**src/rtl/stack_op_if.sv**
```systemverilog
// stack_op_if: decoder handshake plus stack push/pop bus between the sequencer (master) and its environment (slave)
interface stack_op_if;
  logic       op_valid;
  logic       op_ready;
  logic [3:0] op_code;
  logic [3:0] op_imm;
  logic       op_done;
  logic [1:0] op_err;
  logic       stk_push_en;
  logic       stk_pop_en;
  logic [3:0] stk_push_data;
  logic [3:0] stk_tos;
  logic [3:0] stk_ntos;
  modport master (
    input  op_valid, op_code, op_imm, stk_tos, stk_ntos,
    output op_ready, op_done, op_err, stk_push_en, stk_pop_en, stk_push_data
  );
  modport slave (
    output op_valid, op_code, op_imm, stk_tos, stk_ntos,
    input  op_ready, op_done, op_err, stk_push_en, stk_pop_en, stk_push_data
  );
endinterface

```
**src/rtl/stack_op_sequencer.sv**
```systemverilog
// stack_op_sequencer: issues 1-3 stack cycles per accepted instruction; ports clk, rst, bus (stack_op_if.master), depth, carry
module stack_op_sequencer #(
  parameter int STACK_DEPTH = 16,
  parameter int DEPTH_W = 5
) (
  input  logic               clk,
  input  logic               rst,
  stack_op_if.master         bus,
  output logic [DEPTH_W-1:0] depth,
  output logic               carry
);
  typedef enum logic [1:0] {IDLE, EX2, EX3} state_t;
  state_t state, state_n;
  logic [3:0] op_q, a_q, b_q, c, data;
  logic [4:0] alu;
  logic [1:0] fcode;
  logic need1, need2, grow, uf, of, acc, ok, push, pop, done;
  assign c = bus.op_code;
  assign need1 = c == 4'd2 || c == 4'd3 || c == 4'd10;
  assign need2 = c == 4'd4 || (c >= 4'd5 && c <= 4'd9) || c == 4'd11;
  assign grow = c == 4'd1 || c == 4'd3 || c == 4'd11;
  assign uf = need2 ? depth < DEPTH_W'(2) : need1 && depth == '0;
  assign of = grow && depth == DEPTH_W'(STACK_DEPTH);
  assign fcode = c >= 4'd12 ? 2'b11 : uf ? 2'b01 : of ? 2'b10 : 2'b00;
  assign acc = bus.op_valid && state == IDLE;
  assign ok = acc && fcode == 2'b00;
  // bit 4 doubles as carry for ADD and borrow for SUB
  assign alu = op_q == 4'd5 ? {1'b0, a_q} + {1'b0, b_q} :
               op_q == 4'd6 ? {1'b0, a_q} - {1'b0, b_q} :
               op_q == 4'd7 ? {1'b0, a_q & b_q} :
               op_q == 4'd8 ? {1'b0, a_q | b_q} : {1'b0, a_q ^ b_q};
  always_comb begin
    state_n = state;
    push = 1'b0;
    pop = 1'b0;
    data = 4'd0;
    done = 1'b0;
    case (state)
      IDLE: if (ok) case (c)
        4'd0: done = 1'b1;
        4'd1: {push, data, done} = {1'b1, bus.op_imm, 1'b1};
        4'd2: {pop, done} = 2'b11;
        4'd3: {push, data, done} = {1'b1, bus.stk_tos, 1'b1};
        4'd10: {push, pop, data, done} = {2'b11, ~bus.stk_tos, 1'b1};
        4'd11: {push, data, done} = {1'b1, bus.stk_ntos, 1'b1};
        default: {pop, state_n} = {1'b1, EX2};
      endcase
      EX2: begin
        {push, pop} = 2'b11;
        data = op_q == 4'd4 ? b_q : alu[3:0];
        done = op_q != 4'd4;
        state_n = op_q == 4'd4 ? EX3 : IDLE;
      end
      EX3: {push, data, done, state_n} = {1'b1, a_q, 1'b1, IDLE};
      default: state_n = IDLE;
    endcase
  end
  // outputs are forced quiet during reset so an abandoned op issues nothing more
  assign bus.op_ready = state == IDLE;
  assign bus.stk_push_en = push && !rst;
  assign bus.stk_pop_en = pop && !rst;
  assign bus.stk_push_data = rst ? 4'd0 : data;
  assign bus.op_done = done && !rst;
  assign bus.op_err = acc && !rst ? fcode : 2'b00;
  always_ff @(posedge clk) begin
    if (rst) begin
      state <= IDLE;
      depth <= '0;
      carry <= 1'b0;
      op_q <= 4'd0;
      a_q <= 4'd0;
      b_q <= 4'd0;
    end else begin
      state <= state_n;
      if (acc) {op_q, a_q, b_q} <= {c, bus.stk_ntos, bus.stk_tos};
      if (push && !pop) depth <= depth + DEPTH_W'(1);
      else if (pop && !push) depth <= depth - DEPTH_W'(1);
      if (state == EX2 && (op_q == 4'd5 || op_q == 4'd6)) carry <= alu[4];
    end
  end
endmodule
```
**src/flat_wrapper.sv**
```systemverilog
// flat-port wrapper written by rule: the top's interface ports become plain ports
module stack_op_sequencer_flat 
#(
  parameter int STACK_DEPTH = 16,
  parameter int DEPTH_W = 5
)
  (clk, rst, depth, carry, bus_op_valid, bus_op_code, bus_op_imm, bus_stk_tos, bus_stk_ntos, bus_op_ready, bus_op_done, bus_op_err, bus_stk_push_en, bus_stk_pop_en, bus_stk_push_data);
  stack_op_if bus_i ();
  input  logic clk;
  input  logic rst;
  output logic [DEPTH_W-1:0] depth;
  output logic carry;
  input wire logic [$bits(bus_i.op_valid)-1:0] bus_op_valid;
  input wire logic [$bits(bus_i.op_code)-1:0] bus_op_code;
  input wire logic [$bits(bus_i.op_imm)-1:0] bus_op_imm;
  input wire logic [$bits(bus_i.stk_tos)-1:0] bus_stk_tos;
  input wire logic [$bits(bus_i.stk_ntos)-1:0] bus_stk_ntos;
  output wire logic [$bits(bus_i.op_ready)-1:0] bus_op_ready;
  output wire logic [$bits(bus_i.op_done)-1:0] bus_op_done;
  output wire logic [$bits(bus_i.op_err)-1:0] bus_op_err;
  output wire logic [$bits(bus_i.stk_push_en)-1:0] bus_stk_push_en;
  output wire logic [$bits(bus_i.stk_pop_en)-1:0] bus_stk_pop_en;
  output wire logic [$bits(bus_i.stk_push_data)-1:0] bus_stk_push_data;
  assign bus_i.op_valid = bus_op_valid;
  assign bus_i.op_code = bus_op_code;
  assign bus_i.op_imm = bus_op_imm;
  assign bus_i.stk_tos = bus_stk_tos;
  assign bus_i.stk_ntos = bus_stk_ntos;
  assign bus_op_ready = bus_i.op_ready;
  assign bus_op_done = bus_i.op_done;
  assign bus_op_err = bus_i.op_err;
  assign bus_stk_push_en = bus_i.stk_push_en;
  assign bus_stk_pop_en = bus_i.stk_pop_en;
  assign bus_stk_push_data = bus_i.stk_push_data;
  stack_op_sequencer #(.STACK_DEPTH(STACK_DEPTH), .DEPTH_W(DEPTH_W)) u_core (.clk(clk), .rst(rst), .bus(bus_i), .depth(depth), .carry(carry));
endmodule
```
**config.mk**
```make
export PLATFORM = sky130hd
export DESIGN_NAME = stack_op_sequencer_flat
export DESIGN_NICKNAME = d
export VERILOG_FILES = /design/src/rtl/stack_op_if.sv /design/src/rtl/stack_op_sequencer.sv /design/src/flat_wrapper.sv
export SDC_FILE = /design/constraint.sdc
export NUM_CORES = 1
export LEC_CHECK = 0
export BUFFER_PORTS_ARGS = -buffer_cell sky130_fd_sc_hd__buf_2
export CAP_MARGIN = 15
export CORE_ASPECT_RATIO = 0.75
export CORE_MARGIN = 1.5
export CORE_UTILIZATION = 51
export CTS_CLUSTER_SIZE = 30
export DETAILED_ROUTE_END_ITERATION = 16
export PLACE_DENSITY = 0.84
export SYNTH_ARGS = -nofsm -noshare
export SYNTH_HDL_FRONTEND = slang
export SYNTH_SLANG_ARGS = --single-unit
```
**constraint.sdc**
```tcl
create_clock -name clk -period 3.8 [get_ports clk]
set_input_delay 0.95 -clock clk [delete_from_list [all_inputs] [get_ports clk]]
set_output_delay 0.95 -clock clk [all_outputs]
set_load 0.01 [all_outputs]
```
==> flow_results.org <==
** Status
- The run finished with clean final reports.

** Synthesis
- Post-Syn Area per Cell :: 7.48 sq um
- Number of unique standard cell types used by synthesis :: 48
- Post-Syn Instances :: 259
- For this run, the register share of the synthesized area comes to 0.207.
- Share of flip-flops with an asynchronous set or reset after synthesis :: 0
- Post-Syn Nets :: 301
- During synthesis, Yosys emitted a total of 0 warnings.
- Post-Synthesis Cell Area :: 1940 sq um
- Commonest register cell after synthesis :: sky130_fd_sc_hd__dfxtp_1
- Counting flops and latches in the post-synthesis netlist gives 20.
- The synthesized design contains 0 enable-type register cells.

** Critical path
- Kind of cell adding the most delay to the critical path :: simple AND/OR/NAND/NOR gates
- The largest individual stage delay along the critical path comes from the cell sky130_fd_sc_hd__or4_4.
- Data arrival time of the critical path :: 3730 ps
- Required time of the critical path :: 3990 ps
- For this run, the slowest stage of the critical path takes 490 ps.
- Number of buffer and inverter instances along the worst setup path :: 2
- The worst register-to-register path begins at u_core.depth[1].
- Top fanout value on the critical path :: 4
- Setup CP Type :: in -> reg
- CP cell instances :: buf_2 -> nor2b_1 -> or4_4 -> o2111a_4 -> a21oi_1 -> ha_1 -> inv_1 -> fa_1 -> a21o_1 -> a21oi_1 -> xnor2_1 -> or3_1 -> a21oi_1
- STA classifies the critical path endpoint as a flip-flop.
- Reg-to-reg setup timing slack :: 400 ps
- The worst register-to-register path ends at u_core.depth[4].
- The cell that appears most often on the critical path is sky130_fd_sc_hd__a21oi_1.
- The worst register-to-register path has a depth of 12.
- The worst setup path is launched from a primary input.

** Floorplanning
- The floorplan step defined a core boundary enclosing 3660 sq um.
- Die Area :: 4180 sq um
- Die Width :: 74.2 um
- The die is 56.4 um tall.
- For this configuration, the core starts out at a cell density of 0.529.
- Cell row count :: 19
- For this design the top-level I/O count stands at 35.

** Detailed routing
- After detailed routing, the number of vias per cell comes to 5.86.
- Count of vias placed by the detailed router :: 1981
- Number of iterations in the first detailed-routing pass :: 6
- Number of antenna-violating nets in the routed design :: 0
- After detailed routing, the number of remaining DRC violations is 0.
- Post-detailed-routing wire length :: 5080 um
- Iter 0 DRT Violations :: 235
- DR WL/cell :: 15.0 um

** Clock tree
- CTS max path bufs :: 2
- Post-CTS setup repair buffer count :: 0
- Maximum level of the CTS H-tree :: 1
- In this run, CTS created clock tree buffers numbering 3.
- CTS Hold Bufs :: 0
- CTS resizes :: 0
- The later pin in the worst-skew pair is clocked with a latency of 250 ps.
- Clock-pin slew was measured on the worst setup and hold paths at 70 ps.
- Clock net sink count :: 20
- TritonCTS clock tree :: yes
- Clk Tree Root Cell :: sky130_fd_sc_hd__clkbuf_8

** Power
- Power per cell area :: 399 nW/um^2
- Maximum vdd ir drop :: 324 uV
- Leak Pwr :: 0.980 nW

** Timing
- Setup repair after global routing left no endpoint under its margin.
- Tcrit/Tclk final :: 0.933
- Total negative slack :: 0 ps
- Setup violations remaining at the end of the flow were counted as 0.
- The total count of hold-check failures in the final report came to 0.
- Time the worst path needs with I/O delays and setup :: 3550 ps
- Across the routed clock network, the largest skew measured is 1.76 ps.
- The max-slew violation count came to 0.
- Pin slew with the least headroom to its limit :: 599 ps
- Static timing analysis puts the maximum clock frequency at 0.282 GHz.
- Rel. slew slack :: 0.600

** Global routing
- The via count of the first global-routing pass came to 1746.
- Summed over all layers, the global routing overflow is 0.
- All-Layer GR Usage :: 0.253
- Antenna violations before repair :: 0
- The first global-routing pass estimated 8330 um of wire.
- Largest net degree at the start of global routing :: 27

** Cells and area
- Footprint of the flip-flops and latches :: 400 sq um
- The number of antenna diodes in the final layout is 0.
- Non-filler cells, final :: 338
- Compared with the post-synthesis result, the final layout area differs by 13.4%.
- Total Nets Final :: 330
- Final-layout fill cell count :: 364
- Fraction of layout instances using a drive strength above 1 :: 0.178
- Multi-input gate area :: 1410 sq um

** Job
- The tool flagged a number of max-cap violations equal to 0.

** Place
- After detailed placement, the design holds a cell count of 335.
- Once detailed placement completed, the half-perimeter wirelength came to 3880 um.
- Total of buffers placed on input and output ports :: 34
- Final GP Congestion :: 0.928

** Worst hold path
- Start point of the worst hold path :: u_core.b_q[3]
- The tightest min-delay check is of the reg -> reg type.
- Depth of the worst hold-timing path :: 2
- The worst hold path terminates at u_core.b_q[3].
## worst register-to-register path: stages (launching register included)
cell                       delay (ps)
sky130_fd_sc_hd__dfxtp_1          370
sky130_fd_sc_hd__or3_1            400
sky130_fd_sc_hd__or4_4            530
sky130_fd_sc_hd__o2111a_4         170
sky130_fd_sc_hd__a21oi_1          190
sky130_fd_sc_hd__ha_1             230
sky130_fd_sc_hd__inv_1            110
sky130_fd_sc_hd__fa_1             410
sky130_fd_sc_hd__a21o_1           190
sky130_fd_sc_hd__a21oi_1          180
sky130_fd_sc_hd__xnor2_1           90
sky130_fd_sc_hd__or3_1            310
sky130_fd_sc_hd__a21oi_1          150
## synth_stat cells, types with 5 or more instances
cell,count,share of area
sky130_fd_sc_hd__nand2b_1,7,0.023
sky130_fd_sc_hd__o211ai_1,6,0.023
sky130_fd_sc_hd__clkbuf_1,14,0.027
sky130_fd_sc_hd__nand3_1,6,0.015
sky130_fd_sc_hd__nor2_1,14,0.027
sky130_fd_sc_hd__a21oi_1,29,0.075
sky130_fd_sc_hd__dfxtp_1,20,0.21
sky130_fd_sc_hd__o21ai_0,8,0.021
sky130_fd_sc_hd__mux2i_1,5,0.026
sky130_fd_sc_hd__a31oi_1,6,0.019
sky130_fd_sc_hd__inv_1,17,0.033
sky130_fd_sc_hd__nand2_1,37,0.072
sky130_fd_sc_hd__ha_1,20,0.13
## cells by family (layout without fill, tap and decap cells)
| kind of cell | after synthesis | in the layout | share of synthesized area |
|---|---|---|---|
| and+or+nand+nor | 89 | 89 | 0.222 |
| xor gates and xnor gates | 8 | 8 | 0.0361 |
| DFF | 20 | 20 | 0.207 |
| muxes | 6 | 6 | 0.0316 |
| adders and majority gates | 23 | 23 | 0.160 |
| buffers and inverters | 33 | 60 | 0.0646 |
| AOI/OAI and AO/OA | 80 | 80 | 0.279 |
## flip-flops by register name, summed over array words and instances (netlist names)
signal        count
u_core.a_q        4
u_core.state      2
u_core.b_q        4
u_core.carry      1
u_core.op_q       4
u_core.depth      5
## power breakdown
group | switching (mW) | leakage (nW) | internal, mW
Sequential | 0.0479 | 0.164 | 0.238
Clock | 0.0677 | 0.0216 | 0.0706
Combinational | 0.245 | 0.794 | 0.208
## through the flow
stage	total power, mW	cell area (sq um)	utilization	worst slack [ps]	hold WS [ps]
after floorplan	0.619	1940	-	93.5	454
after global placement	0.724	2160	0.589	124	469
after detailed placement	0.738	2160	0.589	41.4	475
after CTS	0.874	2200	0.600	295	481
after global routing	0.949	2200	0.600	110	514
final	0.877	2200	0.600	254	480
## layout make-up
type,instances,area share
Timing Repair Buffer,40,0.0979
Sequential cell,20,0.182
Multi-Input combinational cell,206,0.643
Inverter,17,0.0290
Tap cell,52,0.0296
Clock buffer,3,0.0188
## how the worst max path moves through the flow
| stage | startpoint | end | cells after the start |
|---|---|---|---|
| after global placement | bus_op_code[3] | u_core.depth[4] | 13 |
| after floorplan | bus_op_code[1] | u_core.depth[4] | 13 |
| after global routing | bus_op_code[3] | u_core.depth[4] | 14 |
| after CTS | bus_op_code[3] | u_core.depth[4] | 13 |
| final | bus_op_code[3] | u_core.depth[4] | 13 |
| after detailed placement | bus_op_code[3] | u_core.depth[4] | 13 |
## layout by cell type, fill, tap and decap left out, types with 3 or more instances in the layout
| cell | count |
|---|---|
| sky130_fd_sc_hd__nand2_1 | 37 |
| sky130_fd_sc_hd__buf_2 | 34 |
| sky130_fd_sc_hd__a21oi_1 | 29 |
| sky130_fd_sc_hd__ha_1 | 20 |
| sky130_fd_sc_hd__dfxtp_1 | 20 |
| sky130_fd_sc_hd__inv_1 | 17 |
| sky130_fd_sc_hd__nor2_1 | 14 |
| sky130_fd_sc_hd__o21ai_0 | 8 |
| sky130_fd_sc_hd__nand2b_1 | 7 |
| sky130_fd_sc_hd__o211ai_1 | 6 |
| sky130_fd_sc_hd__a31oi_1 | 6 |
| sky130_fd_sc_hd__nand3_1 | 6 |
| sky130_fd_sc_hd__buf_4 | 6 |
| sky130_fd_sc_hd__mux2i_1 | 5 |
| sky130_fd_sc_hd__nor2b_1 | 4 |
| sky130_fd_sc_hd__and2_1 | 4 |
| sky130_fd_sc_hd__xor2_1 | 4 |
| sky130_fd_sc_hd__nor3_1 | 4 |
| sky130_fd_sc_hd__a21o_1 | 4 |
| sky130_fd_sc_hd__xnor2_1 | 4 |
| sky130_fd_sc_hd__or3_1 | 3 |
| sky130_fd_sc_hd__a211o_1 | 3 |
| sky130_fd_sc_hd__a21boi_0 | 3 |
| sky130_fd_sc_hd__o221ai_1 | 3 |
| sky130_fd_sc_hd__fa_1 | 3 |
| sky130_fd_sc_hd__clkbuf_8 | 3 |
## layer usage
layer | track usage | routed length, um
met1 | 0.381 | 2460
met2 | 0.375 | 2220
met3 | 0.0557 | 363
met4 | 0.0317 | 29
met5 | 0 | 0
(Power assumes the default switching activity.)
